**src/rtl/sign_extend_8b_16b_if.sv**
```systemverilog
// Bundles the immediate-extension bus between the datapath and the extender.
// master drives the immediate and capture controls; slave returns the extended results.
interface sign_extend_8b_16b_if #(
    parameter int IN_W  = 8,
    parameter int OUT_W = 16
);
    logic [IN_W-1:0]  in;
    logic [OUT_W-1:0] out;
    logic             neg;
    logic             ld;
    logic             zext;
    logic             shl1;
    logic [OUT_W-1:0] out_q;
    logic             out_q_valid;

    modport master (
        output in, ld, zext, shl1,
        input  out, neg, out_q, out_q_valid
    );

    modport slave (
        input  in, ld, zext, shl1,
        output out, neg, out_q, out_q_valid
    );
endinterface

```
**src/rtl/sign_extend_8b_16b.sv**
```systemverilog
// Immediate extender: combinational sign extension plus a registered capture path (1-cycle ld->out_q, no backpressure).
// Build option SIGN_EXTEND_SHIFT_EN enables the word-offset shift (shl1) on the registered path; otherwise shl1 is ignored.
module sign_extend_8b_16b #(
    parameter int IN_W  = 8,
    parameter int OUT_W = 16
) (
    input  logic                  clk,
    input  logic                  rst,
    sign_extend_8b_16b_if.slave   bus
);
    logic [OUT_W-1:0] ext;
    logic [OUT_W-1:0] val;
    logic [OUT_W-1:0] out_q_d;
    logic [OUT_W-1:0] out_q_q;
    logic             out_q_valid_d;
    logic             out_q_valid_q;
    logic             shl1_eff;

    // Combinational path never depends on clk, rst or the capture controls.
    assign bus.out = {{(OUT_W-IN_W){bus.in[IN_W-1]}}, bus.in};
    assign bus.neg = bus.in[IN_W-1];

`ifdef SIGN_EXTEND_SHIFT_EN
    assign shl1_eff = bus.shl1;
`else
    logic unused_shl1;
    assign unused_shl1 = bus.shl1;
    assign shl1_eff    = 1'b0;
`endif

    always_comb begin
        ext           = bus.zext ? {{(OUT_W-IN_W){1'b0}}, bus.in}
                                 : {{(OUT_W-IN_W){bus.in[IN_W-1]}}, bus.in};
        // The shifted-out MSB is simply dropped; no overflow indication.
        val           = shl1_eff ? {ext[OUT_W-2:0], 1'b0} : ext;
        out_q_d       = out_q_q;
        out_q_valid_d = out_q_valid_q;
        if (bus.ld) begin
            out_q_d       = val;
            out_q_valid_d = 1'b1;
        end
    end

    always_ff @(posedge clk or posedge rst) begin
        if (rst) begin
            out_q_q       <= '0;
            out_q_valid_q <= 1'b0;
        end else begin
            out_q_q       <= out_q_d;
            out_q_valid_q <= out_q_valid_d;
        end
    end

    assign bus.out_q       = out_q_q;
    assign bus.out_q_valid = out_q_valid_q;
endmodule

```
**src/flat_wrapper.sv**
```systemverilog
// flat-port wrapper written by rule: the top's interface ports become plain ports
module sign_extend_8b_16b_flat 
#(
    parameter int IN_W  = 8,
    parameter int OUT_W = 16
)
  (clk, rst, bus_in, bus_ld, bus_zext, bus_shl1, bus_out, bus_neg, bus_out_q, bus_out_q_valid);
  sign_extend_8b_16b_if #(.IN_W(IN_W), .OUT_W(OUT_W)) bus_i ();
  input  logic clk;
  input  logic rst;
  input wire logic [$bits(bus_i.in)-1:0] bus_in;
  input wire logic [$bits(bus_i.ld)-1:0] bus_ld;
  input wire logic [$bits(bus_i.zext)-1:0] bus_zext;
  input wire logic [$bits(bus_i.shl1)-1:0] bus_shl1;
  output wire logic [$bits(bus_i.out)-1:0] bus_out;
  output wire logic [$bits(bus_i.neg)-1:0] bus_neg;
  output wire logic [$bits(bus_i.out_q)-1:0] bus_out_q;
  output wire logic [$bits(bus_i.out_q_valid)-1:0] bus_out_q_valid;
  assign bus_i.in = bus_in;
  assign bus_i.ld = bus_ld;
  assign bus_i.zext = bus_zext;
  assign bus_i.shl1 = bus_shl1;
  assign bus_out = bus_i.out;
  assign bus_neg = bus_i.neg;
  assign bus_out_q = bus_i.out_q;
  assign bus_out_q_valid = bus_i.out_q_valid;
  sign_extend_8b_16b #(.IN_W(IN_W), .OUT_W(OUT_W)) u_core (.clk(clk), .rst(rst), .bus(bus_i));
endmodule
```
**config.mk**
```make
export PLATFORM = sky130hd
export DESIGN_NAME = sign_extend_8b_16b_flat
export DESIGN_NICKNAME = d
export VERILOG_FILES = /design/src/rtl/sign_extend_8b_16b_if.sv /design/src/rtl/sign_extend_8b_16b.sv /design/src/flat_wrapper.sv
export SDC_FILE = /design/constraint.sdc
export NUM_CORES = 1
export LEC_CHECK = 0
export ABC_AREA = 1
export BUFFER_PORTS_ARGS = -buffer_cell sky130_fd_sc_hd__buf_2
export CAP_MARGIN = 10
export CORE_MARGIN = 3
export CORE_UTILIZATION = 36
export CTS_CLUSTER_SIZE = 14
export DETAILED_ROUTE_END_ITERATION = 10
export MAX_ROUTING_LAYER = met4
export PLACE_DENSITY = 0.88
export SKIP_CTS_REPAIR_TIMING = 1
export SYNTH_ARGS = -nofsm -noshare
export SYNTH_HDL_FRONTEND = slang
export SYNTH_SLANG_ARGS = --single-unit
```
**constraint.sdc**
```tcl
create_clock -name clk -period 1 [get_ports clk]
set_input_delay 0.2 -clock clk [delete_from_list [all_inputs] [get_ports clk]]
set_output_delay 0.2 -clock clk [all_outputs]
set_load 0.01 [all_outputs]
```
==> results.tsv, run 1 <==
metric	value	unit
placed insts	101	
Synth-to-Final Area Change	21.4	%
FP Rows	13	
Fin Clk Skew	0	ns
Worst Path Arrival	0.86	ns
CTS Buf Count	3	
Vias	447	
Routed Antenna Nets	0	
Post-Route WL	1150	um
Cell Chain, Critical Path	buf_2	
Startpoint Class	flop	
Root Driver	clkbuf_4	
Static Leak	0.432	nW
launch point of the worst reg-to-reg path	u_core.bus.out_q_valid	
later-pin clock latency in the skew report	0.26	ns
Max-cap violations	0	
vias in the first global route	349	
Setup TNS	-0.470	ns
Rel. slew slack	73.9	%
clk buf depth	2	
Hold Crit Class	input port to flop	
peak supply drop	0.000898	V
initial DRC count	5	
Critical Path Sink	bus_out_q[12]	
worst r2r dst	u_core.bus.out_q_valid	
routability cong.	0.640	
router iterations before antenna repair	4	
crit-path max FO	9	
Hold Violations, Final	0	
YS warnings	0	
Bufs and invs on worst path	1	
n_diodes	0	
kind of critical path	flop to output port	
#FFs+latches synth	10	
RSZ-0062 raised after global routing	true	
status	finished with violations	
Tmin final	1.06	ns
CTS tree	yes	
DIE HEIGHT	45.5	um
Worst-Margin Slew	0.391	ns
Overflow after GRT	0	
Worst EP required	0.80	ns
Pwr per Cell Area	1540	mW/mm2
H-tree levels	1	
Ports	47	
DPL Wire Length	883	um
fmax	944	MHz
Tot GR Track Use	11.2	%
Synth Instances	66	
syn_area_per_cell	8.51	um2
initial antenna violation count	0	
Post-DP Area	614	um2
Slew Limit Fails	0	
pin count of the biggest net entering global routing	13	
# DRC	0	
Reg clk slew, reported paths	0.07	ns
DIE WIDTH	45.5	um
global-route wire length before repair	1590	um
Final Core Density	49.3	%
Synth Cell Area	562	um2
cell depth of the worst setup path	1	
fin cells	107	
most common cell after layout, fill and taps aside	buf_2	
Mapped Nets	79	
share of cells above drive strength 1	56.5	%
CORE AREA	0.00138	mm2
slowest stage delay, CP	0.44	ns
PnR worst setup slack	-0.0596	ns
register area share after synthesis	44.5	%
Initial Util	40.6	%
die area	0.00207	mm2
drt via density	4.18	
TritonCTS Sinks	10	
number of nets in the layout	106	
Wirelength per Cell	10.8	um
Design Area, Final	682	um2
worst setup path startpoint	u_core.bus.out_q[14]	
commonest cells after routing, fill and taps aside	43 x buf_2, 26 x nand2_1, 9 x dfrtp_1, 3 x clkbuf_4	
final setup violation count	8	
Tcrit/Tclk final	106	%
failing checks	setup timing	
slowest stage cell on the critical path	dfrtp_2	
Top delay family on crit path	flip-flops	
total power	0.00105	W
R2R setup slack	0.29	ns
Yosys cell types	8	
Critical Path End Type	output port	
Port Buffers	45	
Worst Reg-to-Reg Cells	1	
[sequential cells by signal, indices dropped and copies added, names as in the netlist]
signal,flops
u_core.bus.out_q,9
u_core.bus.out_q_valid,1
[worst min-delay path by stage]
stage | startpoint | endpoint | slack (ns) | depth (start not counted)
floorplan | rst | u_core.bus.out_q[0] | 0.04 | 1
global route | bus_in[1] | u_core.bus.out_q[1] | 0.15 | 3
CTS | rst | u_core.bus.out_q[6] | -0.09 | 2
global placement | rst | u_core.bus.out_q[5] | 0.18 | 2
finish | bus_in[2] | u_core.bus.out_q[2] | 0.14 | 3
detailed placement | rst | u_core.bus.out_q[2] | 0.20 | 2
[where the power goes]
part / leakage, nW / internal, W / switching (W)
clock network: 0.0210 / 0.000221 / 0.000147
logic: 0.294 / 0.0000998 / 0.000128
registers: 0.118 / 0.000437 / 0.0000206
[metrics by stage]
| stage | hold WS (ns) | worst slack [ns] |
|---|---|---|
| global route | 0.155 | -0.0936 |
| finish | 0.143 | -0.0596 |
| CTS | -0.0883 | -0.104 |
| detailed placement | 0.196 | 0.189 |
| floorplan | 0.0402 | 0.156 |
| global placement | 0.178 | 0.224 |
[cell type report]
type / count / area (um2)
Clock buffer: 4 / 36.3
Fill cell: 123 / 701
Inverter: 3 / 11.3
Multi-Input combinational cell: 28 / 109
Sequential cell: 10 / 251
Tap cell: 15 / 18.8
Timing Repair Buffer: 47 / 255
[metal layers]
layer / vias up / global-route usage (%) / share of wire [%]
li1: 223 / - / -
met1: 193 / 12.1 / 36
met5: - / - / 0
met3: 2 / 3.16 / 12
met2: 29 / 19.5 / 51
met4: 0 / 3.51 / 0.87
[cells in the mapped netlist]
| master | count | area, um2 |
|---|---|---|
| nand2_1 | 26 | 97.6 |
| buf_4 | 24 | 180 |
| dfrtp_1 | 10 | 250 |
| inv_1 | 2 | 7.51 |
| buf_6 | 1 | 11.3 |
| inv_2 | 1 | 3.75 |
| nand3_1 | 1 | 5.00 |
| or2_1 | 1 | 6.26 |
[cells by family (layout without fill, tap and decap cells)]
| kind of cell | Yosys count | after routing | share of synthesized area, % |
|---|---|---|---|
| and+or+nand+nor | 28 | 28 | 19.4 |
| buffers and inverters | 28 | 54 | 36.1 |
| DFF | 10 | 10 | 44.5 |
Power figures use the tool's default switching activity.
==> run 2: changes to the inputs <==
--- a/config.mk
+++ b/config.mk
@@ -5,15 +5,14 @@
 export SDC_FILE = /design/constraint.sdc
 export NUM_CORES = 1
 export LEC_CHECK = 0
-export ABC_AREA = 1
 export BUFFER_PORTS_ARGS = -buffer_cell sky130_fd_sc_hd__buf_2
 export CAP_MARGIN = 10
 export CORE_MARGIN = 3
-export CORE_UTILIZATION = 36
+export CORE_UTILIZATION = 37
 export CTS_CLUSTER_SIZE = 14
 export DETAILED_ROUTE_END_ITERATION = 10
 export MAX_ROUTING_LAYER = met4
-export PLACE_DENSITY = 0.88
+export PLACE_DENSITY = 0.89
 export SKIP_CTS_REPAIR_TIMING = 1
 export SYNTH_ARGS = -nofsm -noshare
 export SYNTH_HDL_FRONTEND = slang
==> results.tsv, run 2 <==
metric	value	unit
status	finished with violations	
failing checks	setup timing	
# DRC	0	
Wirelength per Cell	11.8	um
die area	0.00206	mm2
peak supply drop	0.000538	V
RSZ-0062 raised after global routing	true	
Yosys cell types	10	
CORE AREA	0.00138	mm2
Synth Cell Area	576	um2
Root Driver	clkbuf_4	
Port Buffers	45	
CTS tree	yes	
#FFs+latches synth	10	
YS warnings	0	
Ports	47	
Hold Crit Class	input port to flop	
Pwr per Cell Area	1440	mW/mm2
Startpoint Class	flop	
later-pin clock latency in the skew report	0.26	ns
kind of critical path	flop to output port	
FP Rows	13	
Mapped Nets	62	
Post-DP Area	628	um2
Overflow after GRT	0	
number of nets in the layout	91	
H-tree levels	1	
top cells by count, synth	24 x buf_4, 10 x dfrtp_1, 6 x mux2_4	
clk buf depth	2	
Top delay family on crit path	flip-flops	
Reg clk slew, reported paths	0.06	ns
most common cell after layout, fill and taps aside	buf_2	
pre-CTS setup slack	0.0524	ns
DIE WIDTH	45.4	um
Bufs and invs on worst path	1	
area leader, netlist	dfrtp_1	
Cell Chain, Critical Path	buf_2	
register area share after synthesis	43.5	%
Tot GR Track Use	10.2	%
n_diodes	0	
Hold Violations, Final	0	
Fin Clk Skew	0	ns
initial DRC count	10	
Tmin final	1.04	ns
total power	0.000987	W
Slew Limit Fails	0	
Worst-Margin Slew	0.378	ns
share of the synthesized area in the top cell type	43.5	%
Post-Route WL	1070	um
PnR worst setup slack	-0.0433	ns
Design Area, Final	684	um2
Routed Antenna Nets	0	
top_reg_cell synth	dfrtp_1	
Tcrit/Tclk final	104	%
pin count of the biggest net entering global routing	12	
global-route wire length before repair	1510	um
Initial Util	41.6	%
vias in the first global route	361	
Vias	399	
FFs w/ async S/R, synth	100	%
Synth Instances	49	
initial antenna violation count	0	
Worst Path Arrival	0.84	ns
final setup violation count	8	
TritonCTS Sinks	10	
Synth-to-Final Area Change	18.9	%
Rel. slew slack	74.8	%
count leader, synth	buf_4	
slowest stage cell on the critical path	dfrtp_2	
syn_area_per_cell	11.7	um2
Final Hold Slack	0.119	ns
Final Core Density	49.5	%
crit-path max FO	9	
share of cells above drive strength 1	77.6	%
Max-cap violations	0	
slowest stage delay, CP	0.44	ns
router iterations before antenna repair	4	
drt via density	4.38	
routability cong.	0.625	
DIE HEIGHT	45.4	um
CTS Buf Count	3	
commonest cells after routing, fill and taps aside	45 x buf_2, 9 x dfrtp_1, 6 x mux2_4	
top post-synthesis cells by area	dfrtp_1 43%, buf_4 31%, mux2_4 16%, buf_6 2.0%, inv_1 2.0%	
fmax	959	MHz
Static Leak	0.401	nW
EDFF count, synth	0	
Largest register FFs	9	
Critical Path End Type	output port	
Worst EP required	0.80	ns
## run 2: cells by family after synthesis
| family | share of synthesized area (%) |
|---|---|
| buffers and inverters | 35.2 |
| and+or+nand+nor | 1.74 |
| muxes | 17.6 |
| AOI/OAI and AO/OA | 1.96 |
| DFF | 43.5 |
## run 2: metrics by stage
step                      cells  setup TNS, ns
after floorplan              49              0
after global placement       84              0
after detailed placement     84              0
after CTS                    87         -0.664
after global routing         91         -0.810
final                        91         -0.336
## run 2: path summary, 6_finish.rpt
kind,startpoint,end,slack [ns],cells past startpoint
max in group asynchronous,rst,u_core.bus.out_q[14],0.25,3
max,u_core.bus.out_q[14],bus_out_q[13],-0.04,1
max reg2reg,u_core.bus.out_q[0],u_core.bus.out_q[0],0.12,2
min in group asynchronous,rst,u_core.bus.out_q[5],0.45,3
min reg2reg,u_core.bus.out_q_valid,u_core.bus.out_q_valid,0.47,1
min,bus_zext,u_core.bus.out_q[14],0.12,2
## run 2: where the power goes
part / total, W / switching (W) / internal (W)
sequential: 0.000462 / 0.0000215 / 0.000440
combinational: 0.000259 / 0.000123 / 0.000136
clock: 0.000265 / 0.000127 / 0.000138
## run 2: final cells by class
| class | instances | area, um2 |
|---|---|---|
| inverters | 3 | 11.3 |
| flip-flops and latches | 10 | 251 |
| repair buffers | 49 | 258 |
| fillers | 124 | 698 |
| clock buffers | 3 | 22.5 |
| multi-input cells | 11 | 123 |
| well taps | 15 | 18.8 |
## run 2: per-layer routing
metal | global-route usage [%] | wire length, um | vias to the layer above
met4 | 7.02 | 10 | 0
met2 | 17.0 | 592 | 27
met1 | 12.0 | 367 | 186
met5 | - | 0 | -
li1 | - | - | 184
met3 | 0 | 100 | 2
==> run 3: changes to the inputs <==
--- a/config.mk
+++ b/config.mk
@@ -8,11 +8,11 @@
 export BUFFER_PORTS_ARGS = -buffer_cell sky130_fd_sc_hd__buf_2
 export CAP_MARGIN = 10
 export CORE_MARGIN = 3
-export CORE_UTILIZATION = 37
+export CORE_UTILIZATION = 35
 export CTS_CLUSTER_SIZE = 14
 export DETAILED_ROUTE_END_ITERATION = 10
 export MAX_ROUTING_LAYER = met4
-export PLACE_DENSITY = 0.89
+export PLACE_DENSITY = 0.85
 export SKIP_CTS_REPAIR_TIMING = 1
 export SYNTH_ARGS = -nofsm -noshare
 export SYNTH_HDL_FRONTEND = slang
==> results.tsv, run 3 (synthesis results as in run 2) <==
metric	value	unit
fmax	956	MHz
final setup violation count	8	
Final Core Density	46.4	%
Reg clk slew, reported paths	0.06	ns
cell depth of the worst setup path	1	
Bufs and invs on worst path	1	
status	finished with violations	
Tot GR Track Use	10.1	%
Tcrit/Tclk final	105	%
Overflow after GRT	0	
Hold Violations, Final	0	
Slew Limit Fails	0	
Tmin final	1.05	ns
drt via density	4.22	
crit-path max FO	9	
clock power share	32.7	%
Max-cap violations	0	
pin count of the biggest net entering global routing	12	
Pwr per Cell Area	1530	mW/mm2
Top delay family on crit path	flip-flops	
Fin Clk Skew	0	ns
Hold Crit Class	input port to flop	
Worst Path Arrival	0.85	ns
initial antenna violation count	0	
Synth-to-Final Area Change	22.8	%
Post-Route WL	1040	um
n_diodes	0	
Static Leak	0.413	nW
Startpoint Class	flop	
DIE HEIGHT	46.6	um
CORE AREA	0.00152	mm2
Critical Path End Type	output port	
RSZ-0062 raised after global routing	true	
Sw Ratio	25.7	%
Largest register FFs	9	
initial DRC count	2	
Port Buffers	45	
slowest stage cell on the critical path	dfrtp_2	
number of nets in the layout	92	
vias in the first global route	353	
Ports	47	
die area	0.00217	mm2
DIE WIDTH	46.6	um
FP Rows	14	
# DRC	0	
Wirelength per Cell	11.1	um
clk buf depth	2	
Comb pwr share	24.6	%
Pint	0.000801	W
commonest cells after routing, fill and taps aside	45 x buf_2, 9 x dfrtp_1, 6 x mux2_4, 4 x buf_4	
Initial Util	37.8	%
most common cell after layout, fill and taps aside	buf_2	
Root Driver	clkbuf_4	
total power	0.00108	W
Setup TNS	-0.357	ns
Worst EP required	0.80	ns
share of cells above drive strength 1	78.2	%
failing checks	setup timing	
Worst-Margin Slew	0.376	ns
routability cong.	0.622	
H-tree levels	1	
Cell Chain, Critical Path	buf_2	
WHS Path Cells	2	
Vias	397	
Final Hold Slack	0.116	ns
slowest stage delay, CP	0.44	ns
Rel. slew slack	74.9	%
TritonCTS Sinks	10	
later-pin clock latency in the skew report	0.25	ns
CTS Buf Count	3	
CTS tree	yes	
kind of critical path	flop to output port	
peak supply drop	0.000602	V
Net Sw Power	0.000277	W
PnR worst setup slack	-0.0456	ns
Worst Reg-to-Reg Cells	2	
sequential power share	42.6	%
router iterations before antenna repair	2	
global-route wire length before repair	1460	um
Routed Antenna Nets	0	
-- run 3: layout make-up --
class / instances / area, um2
repair buffers: 50 / 265
multi-input cells: 11 / 123
well taps: 16 / 20.0
clock buffers: 4 / 36.3
inverters: 3 / 11.3
flip-flops and latches: 10 / 251
fillers: 143 / 817
-- run 3: final timing paths --
path                                        start                      to  slack, ns
max reg2reg                   u_core.bus.out_q[3]     u_core.bus.out_q[3]       0.12
min in group asynchronous                     rst  u_core.bus.out_q_valid       0.45
min                                      bus_zext    u_core.bus.out_q[14]       0.12
max                          u_core.bus.out_q[14]            bus_out_q[9]      -0.05
max in group asynchronous                     rst    u_core.bus.out_q[14]       0.25
min reg2reg                u_core.bus.out_q_valid  u_core.bus.out_q_valid       0.46
-- run 3: layer usage --
layer	GRT usage, %	up-vias	wire [um]
met5	-	-	0
met4	6.82	0	6
met3	3.52	2	140
met2	17.6	29	519
met1	9.05	178	373
li1	-	188	-
-- run 3: per-stage QoR --
stage | instances | worst slack, ns | area (um2)
final | 94 | -0.0456 | 707
after global routing | 94 | -0.0972 | 707
after CTS | 89 | -0.0817 | 666
after detailed placement | 85 | 0.0285 | 629
after global placement | 85 | 0.0486 | 629
after floorplan | 49 | 0.157 | 576
-- run 3: power by group through the flow --
stage	Combinational (W)	Clock, W	Sequential (W)
final	0.000266	0.000353	0.000460
after global routing	0.000289	0.000391	0.000464
after CTS	0.000245	0.000375	0.000461
after detailed placement	0.000243	0	0.000468
after global placement	0.000239	0	0.000466
after floorplan	0.000180	0	0.000486
